## config.mk

```make
export PLATFORM = sky130hd
export DESIGN_NAME = alu_mc_flat
export DESIGN_NICKNAME = d
export VERILOG_FILES = /design/src/rtl/alu_mc_if.sv /design/src/rtl/alu_mc.sv /design/src/flat_wrapper.sv
export SDC_FILE = /design/constraint.sdc
export NUM_CORES = 1
export LEC_CHECK = 0
export ABC_AREA = 0
export CORE_MARGIN = 2
export CORE_UTILIZATION = 40
export DETAILED_ROUTE_END_ITERATION = 16
export SETUP_SLACK_MARGIN = 0.1
export SLEW_MARGIN = 20
export SYNTH_ARGS = -nofsm -noshare
export SYNTH_HDL_FRONTEND = slang
export SYNTH_SLANG_ARGS = --single-unit
```

## constraint.sdc

```tcl
create_clock -name clk -period 6.5 [get_ports clk]
set_input_delay 1.3 -clock clk [delete_from_list [all_inputs] [get_ports clk]]
set_output_delay 1.3 -clock clk [all_outputs]
set_load 0.005 [all_outputs]
```

## src/rtl/alu_mc_if.sv

```systemverilog
// Handshake bus for the multi-cycle ALU: operand channel in, result channel out.
interface alu_mc_if #(
    parameter int WIDTH = 16
);
    logic             in_valid;
    logic             in_ready;
    logic [WIDTH-1:0] a;
    logic [WIDTH-1:0] b;
    logic [2:0]       op;
    logic             out_valid;
    logic             out_ready;
    logic [WIDTH-1:0] res;
    logic [2:0]       nzp;
    logic             busy;

    // Upstream/downstream side driving operands and taking results
    modport master (
        output in_valid, a, b, op, out_ready,
        input  in_ready, out_valid, res, nzp, busy
    );

    // ALU side
    modport slave (
        input  in_valid, a, b, op, out_ready,
        output in_ready, out_valid, res, nzp, busy
    );
endinterface

```

## src/rtl/alu_mc.sv

```systemverilog
// Multi-cycle execute-stage ALU: single-cycle logic/arith/shift ops plus an
// iterative shift-add multiplier, with valid/ready on both sides.
module alu_mc #(
    parameter int WIDTH   = 16,
    parameter int SHAMT_W = 4,
    parameter bit MUL_EN  = 1'b1
) (
    input  logic     clk,
    input  logic     rst,
    alu_mc_if.slave  bus
);
    typedef enum logic [1:0] {
        IDLE = 2'd0,
        MUL  = 2'd1,
        DONE = 2'd2
    } state_t;

    localparam logic [2:0] OP_ADD   = 3'b000;
    localparam logic [2:0] OP_AND   = 3'b001;
    localparam logic [2:0] OP_XOR   = 3'b010;
    localparam logic [2:0] OP_PASSA = 3'b011;
    localparam logic [2:0] OP_LSHF  = 3'b100;
    localparam logic [2:0] OP_RSHFL = 3'b101;
    localparam logic [2:0] OP_RSHFA = 3'b110;
    localparam logic [2:0] OP_MUL   = 3'b111;

    localparam logic [SHAMT_W-1:0] CNT_LAST = SHAMT_W'(WIDTH - 1);

    state_t             state;
    logic [WIDTH-1:0]   mcand;
    logic [WIDTH-1:0]   mplier;
    logic [WIDTH-1:0]   acc;
    logic [SHAMT_W-1:0] cnt;
    logic [WIDTH-1:0]   res_q;
    logic [2:0]         nzp_q;

    logic               accept;
    logic               is_mul;
    logic [WIDTH-1:0]   alu_out;
    logic [WIDTH-1:0]   acc_next;
    logic [SHAMT_W-1:0] shamt;

    // N for negative, Z for zero, P for anything else; exactly one bit set
    function automatic logic [2:0] nzp_of(input logic [WIDTH-1:0] v);
        logic zero;
        zero = (v == '0);
        return {v[WIDTH-1], zero, ~v[WIDTH-1] & ~zero};
    endfunction

    // In DONE the next operand can only be taken when the current result leaves
    assign bus.in_ready  = (state == IDLE) || ((state == DONE) && bus.out_ready);
    assign bus.out_valid = (state == DONE);
    assign bus.busy      = (state == MUL);
    assign bus.res       = res_q;
    assign bus.nzp       = nzp_q;

    assign accept = bus.in_valid & bus.in_ready;
    assign is_mul = MUL_EN && (bus.op == OP_MUL);
    assign shamt  = bus.b[SHAMT_W-1:0];

    // Single-cycle result; MUL falls through to PASSA when the multiplier is not built
    always_comb begin
        alu_out = bus.a;
        case (bus.op)
            OP_ADD:   alu_out = bus.a + bus.b;
            OP_AND:   alu_out = bus.a & bus.b;
            OP_XOR:   alu_out = bus.a ^ bus.b;
            OP_PASSA: alu_out = bus.a;
            OP_LSHF:  alu_out = bus.a << shamt;
            OP_RSHFL: alu_out = bus.a >> shamt;
            OP_RSHFA: alu_out = WIDTH'($signed(bus.a) >>> shamt);
            default:  alu_out = bus.a;
        endcase
    end

    // One shift-add step: add the shifted multiplicand when the current multiplier bit is set
    always_comb begin
        acc_next = acc;
        if (mplier[0]) begin
            acc_next = acc + mcand;
        end
    end

    // Control FSM and datapath registers; reset drops any multiply in flight
    always_ff @(posedge clk) begin
        if (rst) begin
            state  <= IDLE;
            res_q  <= '0;
            nzp_q  <= 3'b000;
            mcand  <= '0;
            mplier <= '0;
            acc    <= '0;
            cnt    <= '0;
        end else begin
            case (state)
                IDLE, DONE: begin
                    if (accept) begin
                        if (is_mul) begin
                            state  <= MUL;
                            mcand  <= bus.a;
                            mplier <= bus.b;
                            acc    <= '0;
                            cnt    <= '0;
                        end else begin
                            state <= DONE;
                            res_q <= alu_out;
                            nzp_q <= nzp_of(alu_out);
                        end
                    end else if (state == DONE && bus.out_ready) begin
                        state <= IDLE;
                    end
                end
                MUL: begin
                    acc    <= acc_next;
                    mcand  <= mcand << 1;
                    mplier <= mplier >> 1;
                    cnt    <= cnt + 1'b1;
                    if (cnt == CNT_LAST) begin
                        state <= DONE;
                        res_q <= acc_next;
                        nzp_q <= nzp_of(acc_next);
                    end
                end
                default: state <= IDLE;
            endcase
        end
    end
endmodule

```

## src/flat_wrapper.sv

```systemverilog
// flat-port wrapper written by rule: the top's interface ports become plain ports
module alu_mc_flat 
#(
    parameter int WIDTH   = 16,
    parameter int SHAMT_W = 4,
    parameter bit MUL_EN  = 1'b1
)
  (clk, rst, bus_in_valid, bus_a, bus_b, bus_op, bus_out_ready, bus_in_ready, bus_out_valid, bus_res, bus_nzp, bus_busy);
  alu_mc_if #(.WIDTH(WIDTH)) bus_i ();
  input  logic clk;
  input  logic rst;
  input wire logic [$bits(bus_i.in_valid)-1:0] bus_in_valid;
  input wire logic [$bits(bus_i.a)-1:0] bus_a;
  input wire logic [$bits(bus_i.b)-1:0] bus_b;
  input wire logic [$bits(bus_i.op)-1:0] bus_op;
  input wire logic [$bits(bus_i.out_ready)-1:0] bus_out_ready;
  output wire logic [$bits(bus_i.in_ready)-1:0] bus_in_ready;
  output wire logic [$bits(bus_i.out_valid)-1:0] bus_out_valid;
  output wire logic [$bits(bus_i.res)-1:0] bus_res;
  output wire logic [$bits(bus_i.nzp)-1:0] bus_nzp;
  output wire logic [$bits(bus_i.busy)-1:0] bus_busy;
  assign bus_i.in_valid = bus_in_valid;
  assign bus_i.a = bus_a;
  assign bus_i.b = bus_b;
  assign bus_i.op = bus_op;
  assign bus_i.out_ready = bus_out_ready;
  assign bus_in_ready = bus_i.in_ready;
  assign bus_out_valid = bus_i.out_valid;
  assign bus_res = bus_i.res;
  assign bus_nzp = bus_i.nzp;
  assign bus_busy = bus_i.busy;
  alu_mc #(.WIDTH(WIDTH), .SHAMT_W(SHAMT_W), .MUL_EN(MUL_EN)) u_core (.clk(clk), .rst(rst), .bus(bus_i));
endmodule
```

==> results.txt <==
----------------------------------------------------
[Outcome]
  Run status ... finished, final reports clean

[Clock tree]
  Clock sinks ... 72
  H-tree lvl count ... 3
  Buffer levels on the longest clock path ... 2
  Post-cts sizing count ... 0
  Number of buffers created by CTS ... 9
  Root Driver ... clkbuf_16
  TritonCTS clock tree ... built
  Clk slew on worst S/H paths ... ~0.060 ns
  Number of buffers inserted by hold repair at cts ... 0
  Latest clock arrival within the worst-skew pair ... approximately 0.35 ns
  Number of post-CTS setup repair buffers ... 0

[Die]
  Number of cell rows ... just under 50
  Initial Util ... 0.4043
  Placeable core region ... around 0.018 mm2
  Die Area ... around 0.019 mm2
  Height of the die ... around 140 um
  Die span in x ... 138.1 um
  IO Pins ... 61

[Finish]
  Area taken by multi-input logic gates ... 0.005283 mm2
  Area added between synthesis and finish ... 12.64%
  FF/Latch Area ... between 0.001 and 0.0015 mm2
  Non-filler instance count after layout ... ~1.2k
  Layout Nets ... just over 1k
  Share of final-layout standard cells stronger than drive strength 1 ... 0.08368
  Number of filler instances in the final layout ... 1848
  Antenna diode instance count ... 0

[Drt]
  Sum of routed wire length over all layers ... about 25 mm
  Via count ... 7646
  Detailed-routing iteration count for the pre-antenna-repair pass ... 6
  Number of violations reported at the end of detailed-routing iteration 0 ... 850
  Antenna viol nets, final ... 0
  Post-DR vias/cell ... about 6.4
  DRC errors left ... 0
  Wirelength per Cell ... approximately 21 um

[Min path]
  Launch point of the worst hold path ... u_core.bus.res[3]
  Number of instances on the worst hold path ... 2
  End point of the worst hold path ... u_core.bus.res[3]
  Min-delay worst type ... reg2reg

[Synthesis]
  Ys flop type ... dfxtp_1
  Post-synth design cell area ... 0.007188 mm2
  Post-synthesis async set-or-reset flop share ... 0
  Number of synthesized register bits ... about 70
  Ranking of synthesized cells by area ... dfxtp_1 20%, nand2_1 6.1%, nor2_1 5.9%
  Syn_nets ... roughly 1.0k
  Top cell type's share of synthesized area ... 0.2005
  Part of the Yosys area used for sequential elements ... 0.2005
  Synthesis Warnings ... 0
  Number of enable flip-flop cells after synthesis ... 0
  Gate count after technology mapping ... around 960
  Number of different library cells in the post-synthesis netlist ... 89
  Synth Area per Inst ... approximately 7.5 um2
  Dominant cell type by area after synthesis ... dfxtp_1

[Place]
  Placed Cells incl. Taps ... 1181
  RePlAce Congestion ... 1.010
  Number of port buffers ... 60
  Half-perimeter wire length of the detailed placement result ... 17.87 mm

[STA]
  Minimum clock period ... ~4.5 ns
  Final worst-path cycle share ... 0.6982
  Unrepaired setup endpoints after global routing ... no
  Final Hold Viols ... 0
  Worst max-slew margin expressed relative to the limit ... 0.3652
  Final setup viols ... 0
  Pins over their slew limit ... 0
  Setup TNS ... 0 ns
  Post-route clock skew ... 0.01159 ns
  Max Clk Rate ... around 220 MHz
  Actual slew at the worst max-slew pin ... 0.9522 ns

[Critical path]
  Critical path fanouts, max ... 8
  CP Data Arrival Time ... approximately 4.8 ns
  Reg2Reg Depth ... 10
  Slowest cell on crit path ... clkdlybuf4s50_1
  Number of buffers and inverters on the critical path ... 2
  Endpoint class of the critical path ... flip-flop
  Cell breakdown of the critical path ... clkdlybuf4s50_1 -> ha_1 -> inv_1 -> fa_1 -> nor2b_1 -> o2111ai_1 -> a21oi_1 -> o21ai_0 -> or3_1 -> a31oi_1 -> or4_4 -> nor3_1 -> o41ai_1
  Reg-to-reg endpoint ... u_core.bus.nzp[0]
  Startpoint Class ... input port
  Data required time at the worst endpoint ... between 6 and 7 ns
  Setup slack of the worst register-to-register path ... 3.10 ns
  Top Family by Delay on Critical Path ... compound AO/OA/AOI/OAI gates
  Critical path class ... in2reg
  Worst R2R Start ... u_core.acc[5]
  Maximum cell stage delay along the critical path ... 0.71 ns

[Global route]
  GRT Resource Usage Total ... 0.2564
  Initial antenna violation count ... 0
  Via count of the first global-routing pass ... approximately 7.0k
  Maximum number of pins on one net before global-route repair ... 97
  Global-route congestion overflow total ... 0
  Wire length of the first global-routing pass ... 39.77 mm

[Power and ir drop]
  Max IR drop VDD ... around 0.00012 V
  Pwr dens ... between 150 and 200 mW/mm2
  Static leakage ... 2.963 nW

[Job]
  Max-cap viol count ... 0

----------------------------------------------------
-- cells in the final DEF, fill, tap and decap left out, types with 6 or more instances in the layout --
cell,n
inv_1,20
mux4_2,18
a21oi_1,70
mux2i_1,27
nor2b_1,19
buf_4,14
o211ai_1,10
nand2_1,117
dfxtp_1,72
o22ai_1,9
o21ai_0,33
clkbuf_16,9
nor3_1,30
and2_1,7
ha_1,33
mux2_2,7
a31oi_1,17
a211oi_1,19
nand4_1,11
or3_1,8
and3_1,8
o21a_1,8
nor2_1,113
nand3_1,26
a21o_1,7
a311oi_1,41
nor3b_1,8
nand2b_1,17
clkdlybuf4s50_1,57
o31ai_1,6
-- stage by stage --
step / hold slack, ns / total power [mW] / util / worst slack, ns / area (um2)
3_3_place_gp: 0.4417 / 0.9073 / 0.4381 / 1.644 / 7790
2_1_floorplan: 0.4482 / 0.7633 / - / 2.469 / 7188
6_report: 0.4572 / 1.418 / 0.4554 / 1.961 / 8097
5_1_grt: 0.4852 / 1.480 / 0.4554 / 1.659 / 8097
3_5_place_dp: 0.4479 / 0.9041 / 0.4382 / 1.712 / 7791
4_1_cts: 0.4578 / 1.417 / 0.4554 / 2.018 / 8097
-- worst reg2reg max path, stage by stage, from the launching register on --
cell	delay (ns)
dfxtp_1	0.34
ha_1	0.39
and3_1	0.22
or2_2	0.32
o2111ai_1	0.40
a211oi_1	0.16
or4_1	0.52
a31oi_1	0.40
nand4_1	0.23
a31oi_1	0.18
o41ai_1	0.09
-- registers in the layout, summed over array words and instances (netlist names) --
register / cells
u_core.acc: 16
u_core.bus.nzp: 2
u_core.bus.res: 16
u_core.cnt: 4
u_core.mcand: 16
u_core.mplier: 16
u_core.state: 2
-- report_power, final --
| part | switching (mW) | leakage [nW] | internal, mW | total, mW |
|---|---|---|---|---|
| clock network | 0.204 | 0.153 | 0.310 | 0.514 |
| logic | 0.249 | 2.22 | 0.176 | 0.425 |
| registers | 0.0155 | 0.586 | 0.463 | 0.479 |
-- worst max path at each step --
stage,start,to,slack (ns),cells after the start
after floorplan,bus_b[1],u_core.bus.nzp[0],2.47,13
after global placement,bus_op[2],u_core.bus.nzp[1],1.64,9
after detailed placement,bus_b[0],u_core.bus.nzp[0],1.71,13
after CTS,bus_b[0],u_core.bus.nzp[0],2.02,13
after global routing,bus_b[0],u_core.bus.nzp[0],1.66,13
final,bus_a[0],u_core.bus.nzp[0],1.96,13
-- logic make-up after synthesis --
logic type | Yosys count | share of synthesized area
muxes | 56 | 0.1133
buffers and inverters | 105 | 0.06754
adders and majority gates | 35 | 0.06301
AOI/OAI and AO/OA | 288 | 0.2818
DFF | 72 | 0.2005
xor gates and xnor gates | 5 | 0.006093
and+or+nand+nor | 398 | 0.2677
-- cell type report --
type,instances,area share
clock buffers,10,0.02952
clock inverters,6,0.008190
inverters,24,0.01113
multi-input cells,782,0.6524
flip-flops and latches,72,0.1780
well taps,229,0.03539
repair buffers,74,0.08530
-- synth_stat cells (18+ instances only) --
library cell and instances:
nor3_1 31, mux4_2 18, ha_1 33, nor2b_1 19, clkbuf_1 52, dfxtp_1 72
a211oi_1 19, nand3_1 26, nor2_1 113, o21ai_0 33, nand2b_1 18, a21oi_1 70
a311oi_1 41, nand2_1 117, inv_1 20, mux2i_1 27
-- layer usage --
layer	share of wire	routed length (um)	track usage	vias up
li1	-	-	-	3632
met1	0.44	10920	0.3562	3638
met2	0.46	11490	0.4067	317
met3	0.066	1651	0.03845	59
met4	0.034	835	0.09023	0
met5	0	0	0	-
(Power assumes the default switching activity.)
